### src/rtl/muldiv_pkg.sv
// Shared encodings for the HI/LO multiply/divide unit: op codes, FSM states
// and the fixed divide-by-zero quotient.
package muldiv_pkg;

    localparam int MD_W = 32;

    typedef enum logic [2:0] {
        OP_MULT  = 3'b000,
        OP_MULTU = 3'b001,
        OP_DIV   = 3'b010,
        OP_DIVU  = 3'b011,
        OP_MTHI  = 3'b100,
        OP_MTLO  = 3'b101
    } op_e;

    typedef enum logic [1:0] {
        ST_IDLE = 2'b00,
        ST_CALC = 2'b01,
        ST_FIX  = 2'b10
    } state_e;

    localparam logic [MD_W-1:0] DIV0_LO = 32'hFFFF_FFFF;

endpackage

### src/rtl/muldiv_div_step.sv
// One restoring-division iteration: shift the next dividend bit into the
// remainder, subtract the divisor if it fits, shift the quotient bit in.
module muldiv_div_step #(
    parameter int DATA_W = 32
) (
    input  logic [DATA_W-1:0] rem_in,
    input  logic [DATA_W-1:0] quo_in,
    input  logic [DATA_W-1:0] divisor,
    output logic [DATA_W-1:0] rem_out,
    output logic [DATA_W-1:0] quo_out
);

    logic [DATA_W:0] shifted;
    logic [DATA_W:0] diff;
    logic            fits;

    assign shifted = {rem_in, quo_in[DATA_W-1]};
    assign diff    = shifted - {1'b0, divisor};
    assign fits    = (shifted >= {1'b0, divisor});
    assign rem_out = fits ? diff[DATA_W-1:0] : shifted[DATA_W-1:0];
    assign quo_out = {quo_in[DATA_W-2:0], fits};

endmodule

### src/rtl/muldiv_unit.sv
// HI/LO multiply/divide unit: iterative MULT/MULTU/DIV/DIVU plus MTHI/MTLO.
// Define MULDIV_FAST_MUL_EN for single-cycle multiplies (divide unchanged).
module muldiv_unit
    import muldiv_pkg::*;
#(
    parameter int DATA_W     = 32,
    parameter int ITER_CNT_W = 6
) (
    input  logic              i_clk,
    input  logic              i_rst,
    input  logic              i_start,
    input  logic [2:0]        i_op,
    input  logic [DATA_W-1:0] i_rs_data,
    input  logic [DATA_W-1:0] i_rt_data,
    input  logic              i_flush,
    output logic              o_busy,
    output logic              o_done,
    output logic [DATA_W-1:0] o_hi,
    output logic [DATA_W-1:0] o_lo
);

`ifdef MULDIV_FAST_MUL_EN
    localparam bit FAST_MUL = 1'b1;
`else
    localparam bit FAST_MUL = 1'b0;
`endif

    state_e                  state_q, state_d;
    logic [ITER_CNT_W-1:0]   cnt_q;
    logic [2*DATA_W-1:0]     acc_q;
    logic [DATA_W-1:0]       mag_b_q, raw_a_q, hi_q, lo_q;
    logic                    is_div_q, div0_q, neg_q_q, neg_r_q, done_q;

    logic                    sgn_op, start_arith;
    logic [DATA_W-1:0]       mag_a, mag_b;
    logic [DATA_W:0]         mul_sum;
    logic [2*DATA_W-1:0]     mul_next;
    logic [DATA_W-1:0]       div_rem, div_quo;
    logic [DATA_W-1:0]       fix_hi, fix_lo;
    logic [2*DATA_W-1:0]     prod_signed;

    assign sgn_op      = ~i_op[0];
    assign start_arith = i_start && !i_flush && !i_op[2];
    assign mag_a = (sgn_op && i_rs_data[DATA_W-1]) ? -i_rs_data : i_rs_data;
    assign mag_b = (sgn_op && i_rt_data[DATA_W-1]) ? -i_rt_data : i_rt_data;

    // Multiply: low half of acc holds the remaining multiplier bits, high half the partial sum.
    assign mul_sum  = {1'b0, acc_q[2*DATA_W-1:DATA_W]} + (acc_q[0] ? {1'b0, mag_b_q} : '0);
    assign mul_next = {mul_sum, acc_q[DATA_W-1:1]};

    muldiv_div_step #(.DATA_W(DATA_W)) u_div_step (
        .rem_in  (acc_q[2*DATA_W-1:DATA_W]),
        .quo_in  (acc_q[DATA_W-1:0]),
        .divisor (mag_b_q),
        .rem_out (div_rem),
        .quo_out (div_quo)
    );

    always_comb begin
        state_d = state_q;
        case (state_q)
            ST_IDLE: if (start_arith) state_d = (FAST_MUL && !i_op[1]) ? ST_FIX : ST_CALC;
            ST_CALC: begin
                if (i_flush) state_d = ST_IDLE;
                else if (cnt_q == ITER_CNT_W'(DATA_W-1)) state_d = ST_FIX;
            end
            ST_FIX:  state_d = ST_IDLE;
            default: state_d = ST_IDLE;
        endcase
    end

    always_comb begin
        prod_signed = neg_q_q ? -acc_q : acc_q;
        fix_hi      = prod_signed[2*DATA_W-1:DATA_W];
        fix_lo      = prod_signed[DATA_W-1:0];
        if (is_div_q) begin
            if (div0_q) begin
                fix_hi = raw_a_q;
                fix_lo = DIV0_LO;
            end else begin
                fix_hi = neg_r_q ? -acc_q[2*DATA_W-1:DATA_W] : acc_q[2*DATA_W-1:DATA_W];
                fix_lo = neg_q_q ? -acc_q[DATA_W-1:0] : acc_q[DATA_W-1:0];
            end
        end
    end

    always_ff @(posedge i_clk) begin
        if (i_rst) state_q <= ST_IDLE;
        else       state_q <= state_d;
    end

    always_ff @(posedge i_clk) begin
        if (i_rst) begin
            cnt_q    <= '0;
            acc_q    <= '0;
            mag_b_q  <= '0;
            raw_a_q  <= '0;
            hi_q     <= '0;
            lo_q     <= '0;
            is_div_q <= 1'b0;
            div0_q   <= 1'b0;
            neg_q_q  <= 1'b0;
            neg_r_q  <= 1'b0;
            done_q   <= 1'b0;
        end else begin
            done_q <= 1'b0;
            case (state_q)
                ST_IDLE: begin
                    if (start_arith) begin
                        // Both iterative paths start from {0, |A|} with |B| held aside.
                        acc_q    <= {{DATA_W{1'b0}}, mag_a};
`ifdef MULDIV_FAST_MUL_EN
                        if (!i_op[1]) acc_q <= mag_a * mag_b;
`endif
                        mag_b_q  <= mag_b;
                        raw_a_q  <= i_rs_data;
                        is_div_q <= i_op[1];
                        div0_q   <= (i_rt_data == '0);
                        neg_q_q  <= sgn_op && (i_rs_data[DATA_W-1] ^ i_rt_data[DATA_W-1]);
                        neg_r_q  <= sgn_op && i_rs_data[DATA_W-1];
                        cnt_q    <= '0;
                    end else if (i_start && !i_flush && i_op == OP_MTHI) begin
                        hi_q   <= i_rs_data;
                        done_q <= 1'b1;
                    end else if (i_start && !i_flush && i_op == OP_MTLO) begin
                        lo_q   <= i_rs_data;
                        done_q <= 1'b1;
                    end
                end
                ST_CALC: begin
                    if (!i_flush) begin
                        acc_q <= is_div_q ? {div_rem, div_quo} : mul_next;
                        cnt_q <= cnt_q + 1'b1;
                    end
                end
                ST_FIX: begin
                    if (!i_flush) begin
                        hi_q   <= fix_hi;
                        lo_q   <= fix_lo;
                        done_q <= 1'b1;
                    end
                end
                default: ;
            endcase
        end
    end

    assign o_busy = (state_q != ST_IDLE);
    assign o_done = done_q;
    assign o_hi   = hi_q;
    assign o_lo   = lo_q;

endmodule

### config.mk
export PLATFORM = sky130hd
export DESIGN_NAME = muldiv_unit
export DESIGN_NICKNAME = d
export VERILOG_FILES = /design/src/rtl/muldiv_pkg.sv /design/src/rtl/muldiv_div_step.sv /design/src/rtl/muldiv_unit.sv
export SDC_FILE = /design/constraint.sdc
export NUM_CORES = 1
export LEC_CHECK = 0
export BUFFER_PORTS_ARGS = -buffer_cell sky130_fd_sc_hd__buf_2
export CORE_ASPECT_RATIO = 1.2
export CORE_MARGIN = 2
export CORE_UTILIZATION = 55
export CTS_CLUSTER_SIZE = 8
export DETAILED_ROUTE_END_ITERATION = 8
export GPL_TIMING_DRIVEN = 0
export HOLD_SLACK_MARGIN = 0.12
export PLACE_DENSITY = 0.77
export SETUP_SLACK_MARGIN = 0.05
export SYNTH_ARGS = -nofsm -noshare
export SYNTH_HDL_FRONTEND = slang
export SYNTH_SLANG_ARGS = --single-unit
### constraint.sdc
create_clock -name i_clk -period 7 [get_ports i_clk]
set_clock_uncertainty 0.05 [all_clocks]
set_input_delay 1.4 -clock i_clk [delete_from_list [all_inputs] [get_ports i_clk]]
set_output_delay 1.4 -clock i_clk [all_outputs]
set_load 0.005 [all_outputs]
==> results_dict.tcl <==
set metrics [dict create \
    clock_sinks 205 \
    slew_violations 0 \
    postCtsHoldBufs 0 \
    vias_per_cell 6.665 \
    wire_per_inst_um 25.38 \
    synth_edf_count 0 \
    cts-root-buf "clkbuf_16" \
    drt_first_pass_iters 6 \
    maxCapViolCount 0 \
    coreArea_mm2 0.02944 \
    slowest_stage "a31oi_1" \
    path_cells "inv_1, ha_1, nor2b_1, o2111ai_1, nand3_1, a31oi_1, o211ai_1, nand2_1, clkbuf_1, o211ai_1, a32o_1" \
    finalWeightedCongestion 1.008 \
    cts_resized 0 \
    leakagePower_nw 6.941 \
    status "completed" \
    antenna_found_initial 0 \
    endpoint_kind "flop" \
    final_hold_viol_count 0 \
    fp.dieH_um 192.6 \
    avgSynthCellArea_um2 7.312 \
    cp_max_fo 10 \
    met3_usage 0.07780 \
    htree_levels 1 \
    die_x_um 161.2 \
    stdcell_count 2777 \
    drcViolationCount 0 \
    first_global_vias 17520 \
    postCtsSetupBuffers 0 \
    final_layout_size_suffix_gt1_frac 0.08173 \
    use_met1 0.5082 \
    rsz0062_at_grt "false" \
    slew_headroom 0.3003 \
    synth.most_common_cell "nand2_1" \
    synthTopCellsByArea "dfxtp_1 25%, a21oi_1 6.7%, xnor2_1 6.4%" \
    ys.flop_type "dfxtp_1" \
    initial_core_util 0.5539 \
    syn_inst 2230 \
    grt_busiest_layer "met2" \
    yosysSeqAreaShare 0.2517 \
    numPortBuffers 123 \
    ys_types 85 \
    clock_latency_ps 580 \
    critPathLaunchType "flop" \
    yosysWarnings 0 \
    nets 2526 \
    min-delay-start "o_lo[30]$_SDFFE_PP0P_" \
    synth_top_area_frac 0.2517 \
    cts_buffers 29 \
    cp_data_required_time_ps 7410 \
    ys_ff_latch 205 \
    holdPathEnd "o_lo[30]$_SDFFE_PP0P_" \
    cts_tree "done" \
    synth_common_cells "272 x nand2_1, 219 x nor2_1, 217 x a21oi_1" \
    wl_mm 70.48 \
    async_reset_ff_frac 0 \
    cp.arrival_ps 4780 \
    fp.dieArea_mm2 0.03105 \
    grt_pass1_wl_mm 104.4 \
    placementRows 69 \
    setup_tns_ps 0 \
    hp-class "reg2reg" \
    area_growth_pct 11.36 \
    vias 18510 \
    r2r_cells 11 \
    grt_max_degree 15 \
    regToRegEndpoint "acc_q[52]$_SDFFE_PP0P_" \
    initialDrtViolationCount 2023 \
    yosysTopAreaCell "dfxtp_1" \
    power_density_mw_per_mm2 176.5 \
    synth_fp_nets 2372 \
    dpl.cell_count 2743 \
    crit_path_max_incr_delay_ps 590 \
    hold_depth 2 \
    globalRouteOverflowTotal 0 \
    rrSetupSlack_ps 2630 \
    worst-setup-path-type "reg2reg" \
    finalCritPeriodShare 0.6243 \
    max_freq_mhz 228.8 \
    cts_buffer_depth 3 \
    netlist_area_mm2 0.01631 \
    gr-usage-met2 0.7179 \
    ant_nets 0 \
    io_pins 137 \
    max-vdd-ir-drop_mv 0.1491 \
    worstMarginPinSlew_ps 1050 \
    period_needed_ps 4370 \
    track_usage 0.4423 \
    setup_violations 0 \
    timing.rr.start "mag_b_q[1]$_SDFFE_PP0P_" \
    dp_hpwl_mm 54.23 \
    clkTransAtPathRegs_ps 50 \
    critPathMostFrequentCell "o211ai_1" \
]
==> cells by family after synthesis <==
group                      synth area share
muxes                               0.02256
DFF                                  0.2517
AOI/OAI and AO/OA                    0.2873
adders and majority gates           0.05540
buffers and inverters               0.06001
and+or+nand+nor                      0.2172
xor gates and xnor gates             0.1058
==> layout by cell type (no fill, tap or decap), types with 12 or more instances in the layout <==
cell	netlist	routed
a211oi_1	102	102
a21o_1	32	32
a21oi_1	217	217
a22oi_1	12	12
a311oi_1	13	13
a31oi_1	13	13
and3_1	13	13
buf_2	7	130
clkbuf_1	169	172
clkbuf_16	0	29
dfxtp_1	205	205
ha_1	69	69
inv_1	63	63
mux2i_1	30	30
nand2_1	272	272
nand2b_1	20	20
nand3_1	27	27
nand4_1	25	25
nor2_1	219	219
nor2b_1	40	40
nor3_1	43	43
nor4_1	16	16
o211ai_1	27	27
o21ai_0	101	101
o21ai_1	28	28
o221ai_1	40	40
o31ai_1	31	31
o41ai_1	15	15
or3_1	23	23
xnor2_1	119	119
xor2_1	78	78
==> registers in the layout (all words and copies together) (netlist names) <==
register / count
acc_q: 64
cnt_q: 6
div0_q: 1
is_div_q: 1
mag_b_q: 32
neg_q_q: 1
neg_r_q: 1
o_done: 1
o_hi: 32
o_lo: 32
raw_a_q: 32
state_q: 2
==> cell type report <==
type                       count  area [µm²]
antenna                        1       2.502
clock inverter                 1       8.758
inverter                      63       236.5
multi-input combinational   1773       11220
fill                        2775       11280
clock buffer                  32       737.0
sequential                   205        4104
buffer                       189       742.0
tap                          390       488.0
timing repair buffer         123       615.6
==> worst max-delay path: cells and delay by family, from the launching register on <==
family | cells | cell delay [ps]
buf+inv | 2 | 660
simple gates | 3 | 690
compound gates | 5 | 2050
fa+ha+maj | 1 | 310
flops | 1 | 500
==> worst max-delay path by stage <==
stage | start | to | slack [ps] | cells past startpoint
floorplan | i_rs_data[2] | acc_q[25]$_SDFFE_PP0P_ | 3300 | 9
global placement | i_rs_data[3] | acc_q[27]$_SDFFE_PP0P_ | 2550 | 7
detailed placement | i_rs_data[3] | acc_q[27]$_SDFFE_PP0P_ | 2470 | 7
CTS | acc_q[32]$_SDFFE_PP0P_ | acc_q[52]$_SDFFE_PP0P_ | 2850 | 10
global route | i_rs_data[3] | acc_q[27]$_SDFFE_PP0P_ | 2650 | 7
finish | mag_b_q[1]$_SDFFE_PP0P_ | acc_q[52]$_SDFFE_PP0P_ | 2630 | 11
==> metal layers <==
| layer | routed length (µm) | vias up |
|---|---|---|
| met5 | 0 | - |
| met4 | 6851 | 0 |
| met3 | 6482 | 328 |
| met2 | 31440 | 1112 |
| met1 | 25710 | 8736 |
| li1 | - | 8334 |
==> per-stage QoR <==
| stage | utilization | hold WS, ps | total power, mW | worst slack [ps] | cell area (µm²) |
|---|---|---|---|---|---|
| 6_report | 0.6168 | 399.0 | 3.205 | 2630 | 18160 |
| 5_1_grt | 0.6167 | 413.2 | 3.280 | 2653 | 18150 |
| 4_1_cts | 0.6167 | 399.6 | 3.165 | 2850 | 18150 |
| 3_5_place_dp | 0.5914 | 394.3 | 1.931 | 2470 | 17410 |
| 3_3_place_gp | 0.5914 | 385.0 | 1.920 | 2551 | 17410 |
| 2_1_floorplan | - | 381.9 | 1.684 | 3300 | 16310 |
==> where the power goes <==
group          leakage, nW  internal [mW]  switching [mW]  total, mW
Combinational         4.91          0.230           0.470      0.700
Clock                0.365          0.726           0.543       1.27
Sequential            1.66           1.21          0.0311       1.24
Note: power is estimated with default switching activity, not from simulation.
